==> src/rtl/regfile_arb_pkg.sv <==
// Shared types and constants for the register-file write arbiter.
package regfile_arb_pkg;

  localparam int WORD_LEN          = 32;
  localparam int REG_FILE_ADDR_LEN = 5;

  localparam logic [REG_FILE_ADDR_LEN-1:0] R0_ADDR = '0;

  typedef enum logic {
    RUN   = 1'b0,
    DRAIN = 1'b1
  } arb_state_t;

  typedef struct packed {
    logic [REG_FILE_ADDR_LEN-1:0] dest;
    logic [WORD_LEN-1:0]          val;
    logic                         valid;
  } wr_req_t;

endpackage

==> src/rtl/regfile_write_arbiter_if.sv <==
// Writeback sources and register-file write port bundled for the arbiter.
// master drives the requests and observes the port; slave is the arbiter.
interface regfile_write_arbiter_if;
  import regfile_arb_pkg::*;

  logic                         wb_en;
  logic [REG_FILE_ADDR_LEN-1:0] wb_dest;
  logic [WORD_LEN-1:0]          wb_val;
  logic                         mc_valid;
  logic                         mc_ready;
  logic [REG_FILE_ADDR_LEN-1:0] mc_dest;
  logic [WORD_LEN-1:0]          mc_val;
  logic                         writeEn;
  logic [REG_FILE_ADDR_LEN-1:0] dest;
  logic [WORD_LEN-1:0]          writeVal;
  logic                         stall_pipe;
  logic                         mc_pending;

  modport master (
    output wb_en, wb_dest, wb_val, mc_valid, mc_dest, mc_val,
    input  mc_ready, writeEn, dest, writeVal, stall_pipe, mc_pending
  );

  modport slave (
    input  wb_en, wb_dest, wb_val, mc_valid, mc_dest, mc_val,
    output mc_ready, writeEn, dest, writeVal, stall_pipe, mc_pending
  );

endinterface

==> src/rtl/regfile_arb_fifo.sv <==
// Circular buffer for multi-cycle results. Entries can be invalidated in place
// by destination; invalid entries keep their slot until popped.
module regfile_arb_fifo
  import regfile_arb_pkg::*;
#(
  parameter int DEPTH = 2
) (
  input  logic                         clk,
  input  logic                         rst,
  input  logic                         push_i,
  input  wr_req_t                      push_data_i,
  input  logic                         pop_i,
  input  logic                         kill_en_i,
  input  logic [REG_FILE_ADDR_LEN-1:0] kill_dest_i,
  output logic                         full_o,
  output logic                         empty_o,
  output wr_req_t                      head_o
);
  localparam int AW = (DEPTH > 1) ? $clog2(DEPTH) : 1;

  wr_req_t       mem_q [DEPTH];
  logic [AW-1:0] rd_ptr_q, wr_ptr_q;
  logic [AW:0]   count_q;
  logic          push_ok, pop_ok;

  assign full_o  = (count_q == (AW+1)'(DEPTH));
  assign empty_o = (count_q == '0);
  assign head_o  = mem_q[rd_ptr_q];
  assign push_ok = push_i && !full_o;
  assign pop_ok  = pop_i && !empty_o;

  // Squash matching entries first so a same-cycle push is never squashed.
  always_ff @(posedge clk) begin
    if (rst) begin
      rd_ptr_q <= '0;
      wr_ptr_q <= '0;
      count_q  <= '0;
      for (int i = 0; i < DEPTH; i++) mem_q[i] <= '0;
    end else begin
      for (int i = 0; i < DEPTH; i++) begin
        if (kill_en_i && mem_q[i].valid && (mem_q[i].dest == kill_dest_i))
          mem_q[i].valid <= 1'b0;
      end
      if (push_ok) begin
        mem_q[wr_ptr_q] <= push_data_i;
        wr_ptr_q        <= wr_ptr_q + 1'b1;
      end
      if (pop_ok) rd_ptr_q <= rd_ptr_q + 1'b1;
      if (push_ok && !pop_ok)      count_q <= count_q + 1'b1;
      else if (!push_ok && pop_ok) count_q <= count_q - 1'b1;
    end
  end

endmodule

==> src/rtl/regfile_write_arbiter.sv <==
// Register-file write port arbiter: pipeline writeback always wins, buffered
// multi-cycle results use the free slots. Build macro REGFILE_ARB_STARVE_EN
// adds a one-cycle pipeline stall after too many WB-owned cycles.
//
// state | meaning
// RUN   | WB has priority; starve_cnt counts WB grants while the FIFO waits
// DRAIN | stall_pipe high for one cycle; FIFO head owns the write port
module regfile_write_arbiter
  import regfile_arb_pkg::*;
#(
  parameter int FIFO_DEPTH = 2
`ifdef REGFILE_ARB_STARVE_EN
  , parameter int STARVE_LIMIT = 4
`endif
) (
  input logic                    clk,
  input logic                    rst,
  regfile_write_arbiter_if.slave bus
);
  logic    fifo_push, fifo_full, fifo_empty;
  logic    wb_grant, fifo_grant, stall;
  wr_req_t head, push_req, wr_d, wr_q;

  assign bus.mc_ready   = !fifo_full;
  assign bus.mc_pending = !fifo_empty;
  assign bus.stall_pipe = stall;
  assign bus.writeEn    = wr_q.valid;
  assign bus.dest       = wr_q.dest;
  assign bus.writeVal   = wr_q.val;

  // R0 results are accepted but dropped here; R0 WB requests never grant.
  assign fifo_push  = bus.mc_valid && !fifo_full && (bus.mc_dest != R0_ADDR);
  assign push_req   = '{dest: bus.mc_dest, val: bus.mc_val, valid: 1'b1};
  assign wb_grant   = bus.wb_en && (bus.wb_dest != R0_ADDR) && !stall;
  assign fifo_grant = !wb_grant && !fifo_empty;

  regfile_arb_fifo #(.DEPTH(FIFO_DEPTH)) u_fifo (
    .clk         (clk),
    .rst         (rst),
    .push_i      (fifo_push),
    .push_data_i (push_req),
    .pop_i       (fifo_grant),
    .kill_en_i   (wb_grant),
    .kill_dest_i (bus.wb_dest),
    .full_o      (fifo_full),
    .empty_o     (fifo_empty),
    .head_o      (head)
  );

  // Select the write for next cycle; a squashed head pops with no write.
  always_comb begin
    wr_d = '0;
    if (wb_grant)
      wr_d = '{dest: bus.wb_dest, val: bus.wb_val, valid: 1'b1};
    else if (fifo_grant && head.valid)
      wr_d = head;
  end

  // Register-file port outputs.
  always_ff @(posedge clk) begin
    if (rst) wr_q <= '0;
    else     wr_q <= wr_d;
  end

`ifdef REGFILE_ARB_STARVE_EN
  localparam int CW = (STARVE_LIMIT > 2) ? $clog2(STARVE_LIMIT) : 1;

  arb_state_t    state_q, state_d;
  logic [CW-1:0] starve_q, starve_d;

  assign stall = (state_q == DRAIN);

  // Next state: count starved cycles, enter DRAIN on the one past the limit.
  always_comb begin
    state_d  = state_q;
    starve_d = '0;
    case (state_q)
      RUN: begin
        if (wb_grant && !fifo_empty) begin
          if (starve_q == CW'(STARVE_LIMIT - 1)) state_d = DRAIN;
          else                                   starve_d = starve_q + 1'b1;
        end
      end
      DRAIN:   state_d = RUN;
      default: state_d = RUN;
    endcase
  end

  // State and starvation counter registers.
  always_ff @(posedge clk) begin
    if (rst) begin
      state_q  <= RUN;
      starve_q <= '0;
    end else begin
      state_q  <= state_d;
      starve_q <= starve_d;
    end
  end
`else
  assign stall = 1'b0;
`endif

endmodule

==> src/flat_wrapper.sv <==
// flat-port wrapper written by rule: the top's interface ports become plain ports
module regfile_write_arbiter_flat import regfile_arb_pkg::*;
#(
  parameter int FIFO_DEPTH = 2

)
  (clk, rst, bus_wb_en, bus_wb_dest, bus_wb_val, bus_mc_valid, bus_mc_dest, bus_mc_val, bus_mc_ready, bus_writeEn, bus_dest, bus_writeVal, bus_stall_pipe, bus_mc_pending);
  regfile_write_arbiter_if bus_i ();
  input logic clk;
  input logic rst;
  input wire logic [$bits(bus_i.wb_en)-1:0] bus_wb_en;
  input wire logic [$bits(bus_i.wb_dest)-1:0] bus_wb_dest;
  input wire logic [$bits(bus_i.wb_val)-1:0] bus_wb_val;
  input wire logic [$bits(bus_i.mc_valid)-1:0] bus_mc_valid;
  input wire logic [$bits(bus_i.mc_dest)-1:0] bus_mc_dest;
  input wire logic [$bits(bus_i.mc_val)-1:0] bus_mc_val;
  output wire logic [$bits(bus_i.mc_ready)-1:0] bus_mc_ready;
  output wire logic [$bits(bus_i.writeEn)-1:0] bus_writeEn;
  output wire logic [$bits(bus_i.dest)-1:0] bus_dest;
  output wire logic [$bits(bus_i.writeVal)-1:0] bus_writeVal;
  output wire logic [$bits(bus_i.stall_pipe)-1:0] bus_stall_pipe;
  output wire logic [$bits(bus_i.mc_pending)-1:0] bus_mc_pending;
  assign bus_i.wb_en = bus_wb_en;
  assign bus_i.wb_dest = bus_wb_dest;
  assign bus_i.wb_val = bus_wb_val;
  assign bus_i.mc_valid = bus_mc_valid;
  assign bus_i.mc_dest = bus_mc_dest;
  assign bus_i.mc_val = bus_mc_val;
  assign bus_mc_ready = bus_i.mc_ready;
  assign bus_writeEn = bus_i.writeEn;
  assign bus_dest = bus_i.dest;
  assign bus_writeVal = bus_i.writeVal;
  assign bus_stall_pipe = bus_i.stall_pipe;
  assign bus_mc_pending = bus_i.mc_pending;
  regfile_write_arbiter #(.FIFO_DEPTH(FIFO_DEPTH)) u_core (.clk(clk), .rst(rst), .bus(bus_i));
endmodule
==> config.mk <==
export PLATFORM = sky130hd
export DESIGN_NAME = regfile_write_arbiter_flat
export DESIGN_NICKNAME = d
export VERILOG_FILES = /design/src/rtl/regfile_arb_pkg.sv /design/src/rtl/regfile_write_arbiter_if.sv /design/src/rtl/regfile_arb_fifo.sv /design/src/rtl/regfile_write_arbiter.sv /design/src/flat_wrapper.sv
export SDC_FILE = /design/constraint.sdc
export NUM_CORES = 1
export LEC_CHECK = 0
export ABC_AREA = 1
export BUFFER_PORTS_ARGS = -buffer_cell sky130_fd_sc_hd__buf_2
export CORE_UTILIZATION = 30
export DETAILED_ROUTE_END_ITERATION = 8
export PLACE_DENSITY = 0.47
export SLEW_MARGIN = 30
export SYNTH_ARGS = -nofsm -noshare
export SYNTH_HDL_FRONTEND = slang
export SYNTH_HIERARCHICAL = 1
export SYNTH_SLANG_ARGS = --single-unit
==> constraint.sdc <==
create_clock -name clk -period 3 [get_ports clk]
set_clock_uncertainty 0.05 [all_clocks]
set_input_delay 0 -clock clk [delete_from_list [all_inputs] [get_ports clk]]
set_output_delay 0 -clock clk [all_outputs]
set_load 0.02 [all_outputs]
==> impl_metrics.json, run 1 <==
{
  "status": "complete, no violations",
  "crit_path_start_kind": "register",
  "synth_cell_types": 26,
  "dp_hpwl_um": 8320,
  "min_period_over_period_pct": 72.7,
  "cap_viol_max_count": 0,
  "cts_buffers": 17,
  "timing.slew.headroom_pct": 39.3,
  "start_util_pct": 30.7,
  "ys_seq_area_share_pct": 59.1,
  "yosysWarnings": 6,
  "cp_cell_sequence": "inv_1 -> nor2_4 -> inv_1 -> nand3_1 -> inv_1 -> inv_1 -> nor2_8 -> a21oi_1 -> inv_2",
  "clkTransAtPathRegs_ns": 0.06,
  "clock.fmax_mhz": 459,
  "arrival_ns": 2.16,
  "synthCells": 532,
  "postRouteAntennaNets": 0,
  "synth.net_count": 611,
  "cp_top_family": "buffers and inverters",
  "area_growth_pct": 40.2,
  "grt_max_degree": 43,
  "gr-usage-all-layers_pct": 16.0,
  "vias": 4178,
  "crit_path_max_incr_delay_ns": 0.67,
  "startpoint": "u_core/u_fifo/count_q[1]",
  "fin_crit_ns": 2.18,
  "clockBufferDepth": 2,
  "rows": 48,
  "post_cts_buffers": 0,
  "cts.sinks": 119,
  "tightest_slew_ns": 0.909,
  "num_antenna_cells": 0,
  "clk_latency_ns": 0.42,
  "dp_slack_ns": 0.803,
  "die_h_um": 135,
  "fp.coreArea_sq_um": 17300,
  "grt_pass1_vias": 4395,
  "path_max_fanout": 37,
  "slew_viol_final": 0,
  "overflow": 0,
  "whs_path_depth": 6,
  "yosysTopAreaCell": "edfxtp_1",
  "ir_drop_v": 0.000393,
  "vias_per_cell": 4.37,
  "synthTopCellsByArea": "edfxtp_1 (43%), dfxtp_1 (16%), mux2_2 (7.0%)",
  "netlist_area_sq_um": 5320,
  "drive_gt1_share_pct": 30.6,
  "setup_viol": 0,
  "wl_um": 13600,
  "fin_nets": 798,
  "antenna_found_initial": 0,
  "grt_first_pass_wirelength_um": 21900,
  "power.total_mw": 5.62,
  "avgRoutedWirePerCell_um": 14.2,
  "min-delay-start": "bus_mc_valid",
  "io_buffers": 117,
  "htreeDepth": 4,
  "finalHoldViolations": 0,
  "cts_tree": "built",
  "dr.pass1.iters": 4,
  "place_congestion": 0.784,
  "required_ns": 2.98,
  "setup.worst_path.end_class": "register",
  "rr_endpoint": "u_core/u_fifo/mem_q[1][7]",
  "syn_area_per_cell_sq_um": 9.99,
  "cpMaxStageDelayCell": "inv_2",
  "path_common_cell": "inv_1",
  "crit_type": "register to register",
  "finalSetupTns_ns": 0,
  "synth-seq-cells": 119,
  "die_x_um": 135,
  "cts-resized-gates": 0,
  "r2r-start": "u_core/u_fifo/count_q[1]",
  "power.density_nw_per_um2": 754,
  "root_buffer": "clkbuf_16",
  "drtIter0Drc": 230,
  "crit_buf_inv": 5,
  "min_delay_worst_endpoint": "u_core/u_fifo/wr_ptr_q",
  "leakage_nw": 3.33,
  "rsz0062_at_grt": "no",
  "reg2reg_slack_ns": 0.82,
  "hold_class": "input pin to register",
  "netlist.area_leader.share_pct": 42.9,
  "worstRegToRegCells": 9,
  "io_pins": 119,
  "drc": 0,
  "die_area_sq_um": 18300,
  "final.setup.worst_slack_ns": 0.820
}
## how the worst max path moves through the flow
stage	endpoint	cells past startpoint
floorplan	u_core/u_fifo/mem_q[0][0]	11
global placement	u_core/u_fifo/mem_q[1][1]	8
detailed placement	u_core/u_fifo/mem_q[1][11]	8
CTS	u_core/u_fifo/mem_q[1][7]	9
global route	u_core/bus.writeVal[22]	4
finish	u_core/u_fifo/mem_q[1][7]	9
## placed cells by master, fill, tap and decap left out, drive strengths merged
cell type / count
conb: 2
o21ai: 10
clkbuf: 23
nor2: 96
ha: 1
clkinv: 3
dfxtp: 43
inv: 71
dlygate4sd3: 76
nand4: 37
buf: 125
mux2: 33
nor3: 1
nand2: 82
a21oi: 39
nand3: 7
nand3b: 1
bufinv: 5
clkinvlp: 1
edfxtp: 76
## logic make-up (layout without fill, tap and decap cells)
| group | Yosys count | after routing | synth area share (%) |
|---|---|---|---|
| fa+ha+maj | 1 | 1 | 0.235 |
| simple gates | 224 | 224 | 19.9 |
| mux | 33 | 33 | 6.99 |
| compound gates | 49 | 49 | 4.61 |
| buf+inv | 104 | 304 | 8.97 |
| flops | 119 | 119 | 59.1 |
| other cells | 2 | 2 | 0.141 |
## metal layers
layer | wire length, um | vias to the layer above | global-route usage [%] | share of wire (%)
met5 | 0 | - | 0 | 0
li1 | - | 2127 | - | -
met2 | 6620 | 85 | 27.0 | 49
met3 | 473 | 19 | 3.90 | 3.5
met4 | 291 | 0 | 6.93 | 2.1
met1 | 6200 | 1947 | 19.2 | 46
## metrics by stage
stage	utilization, %	instances	hold slack [ns]	area, sq um
after floorplan	-	532	0.0905	5320
after global placement	35.0	849	0.209	6050
after detailed placement	35.0	849	0.209	6050
after CTS	43.1	957	0.111	7450
after global routing	43.1	957	0.183	7450
final	43.1	957	0.125	7450
## synth_stat cells (all sizes together)
master and number:
mux2 33, nand2 82, nand4 37, buf 25, clkbuf 8, dfxtp 43
nor3 1, nor2 96, edfxtp 76, conb 2, o21ai 10, inv 71
ha 1, nand3 7, a21oi 39, nand3b 1
## registers in the layout, summed over array words and instances (netlist names), named ones only
name / flops
u_core/bus.dest: 5
u_core/u_fifo/count_q: 2
u_core/bus.writeEn: 1
u_core/u_fifo/rd_ptr_q: 1
u_core/u_fifo/wr_ptr_q: 1
u_core/bus.writeVal: 32
u_core/u_fifo/mem_q: 76
## repair_timing
action | 4_1_cts | 5_1_grt
hold endpoints to repair | 113 | 0
hold buffers | 76 | 0
endpoints found under the setup margin | 0 | 0
## tightest hold or removal path: stages
cell     delay, ns
buf_2         0.08
nand3_1       0.07
inv_1         0.05
inv_1         0.08
nor2_8        0.15
o21ai_0       0.09
## where the power goes
| group | internal [mW] | switching [mW] | leakage, nW | total (mW) |
|---|---|---|---|---|
| clock network | 1.51 | 0.696 | 0.309 | 2.21 |
| logic | 0.448 | 0.812 | 1.86 | 1.26 |
| registers | 2.06 | 0.0833 | 1.16 | 2.15 |
## final cells by class
class	count	area, sq um
inverters	71	267
fillers	1671	9840
clock inverters	9	175
clock buffers	23	468
multi-input cells	309	1700
repair buffers	201	1420
flip-flops and latches	119	3140
well taps	225	282
Note: power is estimated with default switching activity, not from simulation.
==> run 2, diff against run 1 <==
--- a/config.mk
+++ b/config.mk
@@ -9,7 +9,7 @@
 export BUFFER_PORTS_ARGS = -buffer_cell sky130_fd_sc_hd__buf_2
 export CORE_UTILIZATION = 30
 export DETAILED_ROUTE_END_ITERATION = 8
-export PLACE_DENSITY = 0.47
+export PLACE_DENSITY = 0.49
 export SLEW_MARGIN = 30
 export SYNTH_ARGS = -nofsm -noshare
 export SYNTH_HDL_FRONTEND = slang
==> constraint.sdc (replaced) <==
create_clock -name clk -period 1.87 [get_ports clk]
set_clock_uncertainty 0.05 [all_clocks]
set_input_delay 0 -clock clk [delete_from_list [all_inputs] [get_ports clk]]
set_output_delay 0 -clock clk [all_outputs]
set_load 0.02 [all_outputs]
==> run 2 against run 1 <==
Net effect: critical path type unchanged; count of clock-buffer cells in the layout is 3 higher; highest routed layer unchanged; largest cell class unchanged; first-iteration DRC count is 30% lower; maximum frequency is 27% higher; global-route usage is 0.20 points lower.
==> impl_metrics.json, run 2 (synthesis gave the netlist of run 1 again) <==
{
  "fp.coreArea_sq_um": 17300,
  "path_max_fanout": 37,
  "start_util_pct": 30.7,
  "rows": 48,
  "nFillCells": 1681,
  "dr.pass1.iters": 4,
  "power.total_mw": 8.80,
  "grt_first_pass_wirelength_um": 21600,
  "crit_path_start_kind": "register",
  "leakage_nw": 3.35,
  "hold_class": "input pin to register",
  "grt_pass1_vias": 4307,
  "path_common_cell": "inv_2",
  "drtIter0Drc": 161,
  "overflow": 0,
  "io_buffers": 117,
  "finalSetupTns_ns": 0,
  "clk_latency_ns": 0.41,
  "whs_path_depth": 6,
  "drc": 0,
  "ir_drop_v": 0.000722,
  "io_pins": 119,
  "htreeDepth": 4,
  "die_area_sq_um": 18300,
  "num_antenna_cells": 0,
  "postRouteAntennaNets": 0,
  "fin_crit_ns": 1.72,
  "drive_gt1_share_pct": 32.3,
  "vias_per_cell": 4.41,
  "largest_reg_flops": 76,
  "dp_hpwl_um": 8890,
  "wl_um": 13700,
  "cts_buffers": 17,
  "regMostFlops": "u_core/u_fifo/mem_q",
  "placed_cells": 856,
  "fin_nets": 805,
  "gr-usage-all-layers_pct": 15.8,
  "grt_max_degree": 43,
  "min_period_over_period_pct": 91.9,
  "setup_viol": 0,
  "timing.slew.headroom_pct": 46.5,
  "final_core_util_pct": 43.5,
  "setup.worst_path.end_class": "register",
  "vias": 4251,
  "clock.fmax_mhz": 582,
  "cts.sinks": 119,
  "tightest_slew_ns": 0.802,
  "required_ns": 1.97,
  "area_growth_pct": 41.6,
  "cpMaxStageDelayCell": "dfxtp_2",
  "power.density_nw_per_um2": 1170,
  "placed_area_sq_um": 6170,
  "mostFrequentLayoutCells": "buf_2 (117), nand2_1 (80), dlygate4sd3_1 (76), edfxtp_1 (76), inv_1 (65)",
  "cp.depth": 10,
  "crit_buf_inv": 6,
  "cp_cell_sequence": "inv_2 -> nor2_4 -> inv_4 -> nand3_2 -> inv_2 -> inv_2 -> nor2_8 -> a21oi_4 -> clkinvlp_4 -> buf_12",
  "cap_viol_max_count": 0,
  "clkTransAtPathRegs_ns": 0.05,
  "rsz0062_at_grt": "no",
  "dp_slack_ns": 0.141,
  "avgRoutedWirePerCell_um": 14.2,
  "fin_cells": 964,
  "final_common_cell": "buf_2",
  "cts_tree": "built",
  "crit_path_max_incr_delay_ns": 0.34,
  "antenna_found_initial": 0,
  "die_h_um": 135,
  "crit_type": "register to register",
  "slew_viol_final": 0,
  "clockBufferDepth": 2,
  "status": "complete, no violations",
  "holdWs_ns": 0.0596,
  "final.setup.worst_slack_ns": 0.152,
  "finalHoldViolations": 0,
  "cp_top_family": "buffers and inverters",
  "die_x_um": 135,
  "place_congestion": 0.826,
  "root_buffer": "clkbuf_16",
  "reg2reg_slack_ns": 0.15,
  "stdcell_area_sq_um": 7530,
  "worstRegToRegCells": 10,
  "arrival_ns": 1.82
}
==> run 2: changes by cell type in the layout (fill, tap and decap cells not counted), moves of 2 or more <==
| cell | delta |
|---|---|
| buf_12 | +4 |
| bufinv_16 | -4 |
| clkinvlp_4 | +4 |
| inv_1 | -4 |
| buf_4 | +3 |
| clkbuf_8 | +2 |
| inv_2 | +2 |
==> run 2: area by class of cell <==
class                   instances  area, sq um  area share (%)
flip-flops and latches        119         3150            41.8
multi-input cells             309         1720            22.9
repair buffers                208         1520            20.2
clock buffers                  26          520            6.91
well taps                     225          282            3.74
inverters                      71          273            3.62
clock inverters                 6         65.1           0.864
==> run 2: routing by layer <==
layer,vias up,wire (um),global-route usage [%]
met3,20,394,3.23
met2,89,6710,26.8
met5,-,0,0
met1,2003,6280,19.0
met4,0,262,7.43
li1,2139,-,-
==> run 2: final timing paths <==
check                                    to                startpoint
setup / recovery  u_core/u_fifo/mem_q[1][4]  u_core/u_fifo/count_q[1]
hold / removal       u_core/u_fifo/wr_ptr_q              bus_mc_valid
setup reg to reg  u_core/u_fifo/mem_q[1][4]  u_core/u_fifo/count_q[1]
hold reg to reg      u_core/u_fifo/rd_ptr_q    u_core/u_fifo/rd_ptr_q
==> run 2: worst reg2reg max path, cell delays in order, from the launching register on <==
cell	delay, ns
dfxtp_2	0.34
inv_2	0.06
nor2_4	0.19
inv_4	0.04
nand3_2	0.07
inv_2	0.03
inv_2	0.08
nor2_8	0.06
a21oi_4	0.20
clkinvlp_4	0.12
buf_12	0.20
==> run 2: repair_timing <==
item / in CTS / in global routing
setup buffers: 0 / 0
hold endpoints to repair: 112 / 0
hold buffers: 76 / 0
gates resized for setup: 0 / 1
endpoints found under the setup margin: 0 / 1
==> run 2: power breakdown <==
| group | switching [mW] | total [mW] | internal [mW] |
|---|---|---|---|
| registers | 0.145 | 3.46 | 3.31 |
| clock network | 1.13 | 3.18 | 2.05 |
| logic | 1.34 | 2.17 | 0.828 |
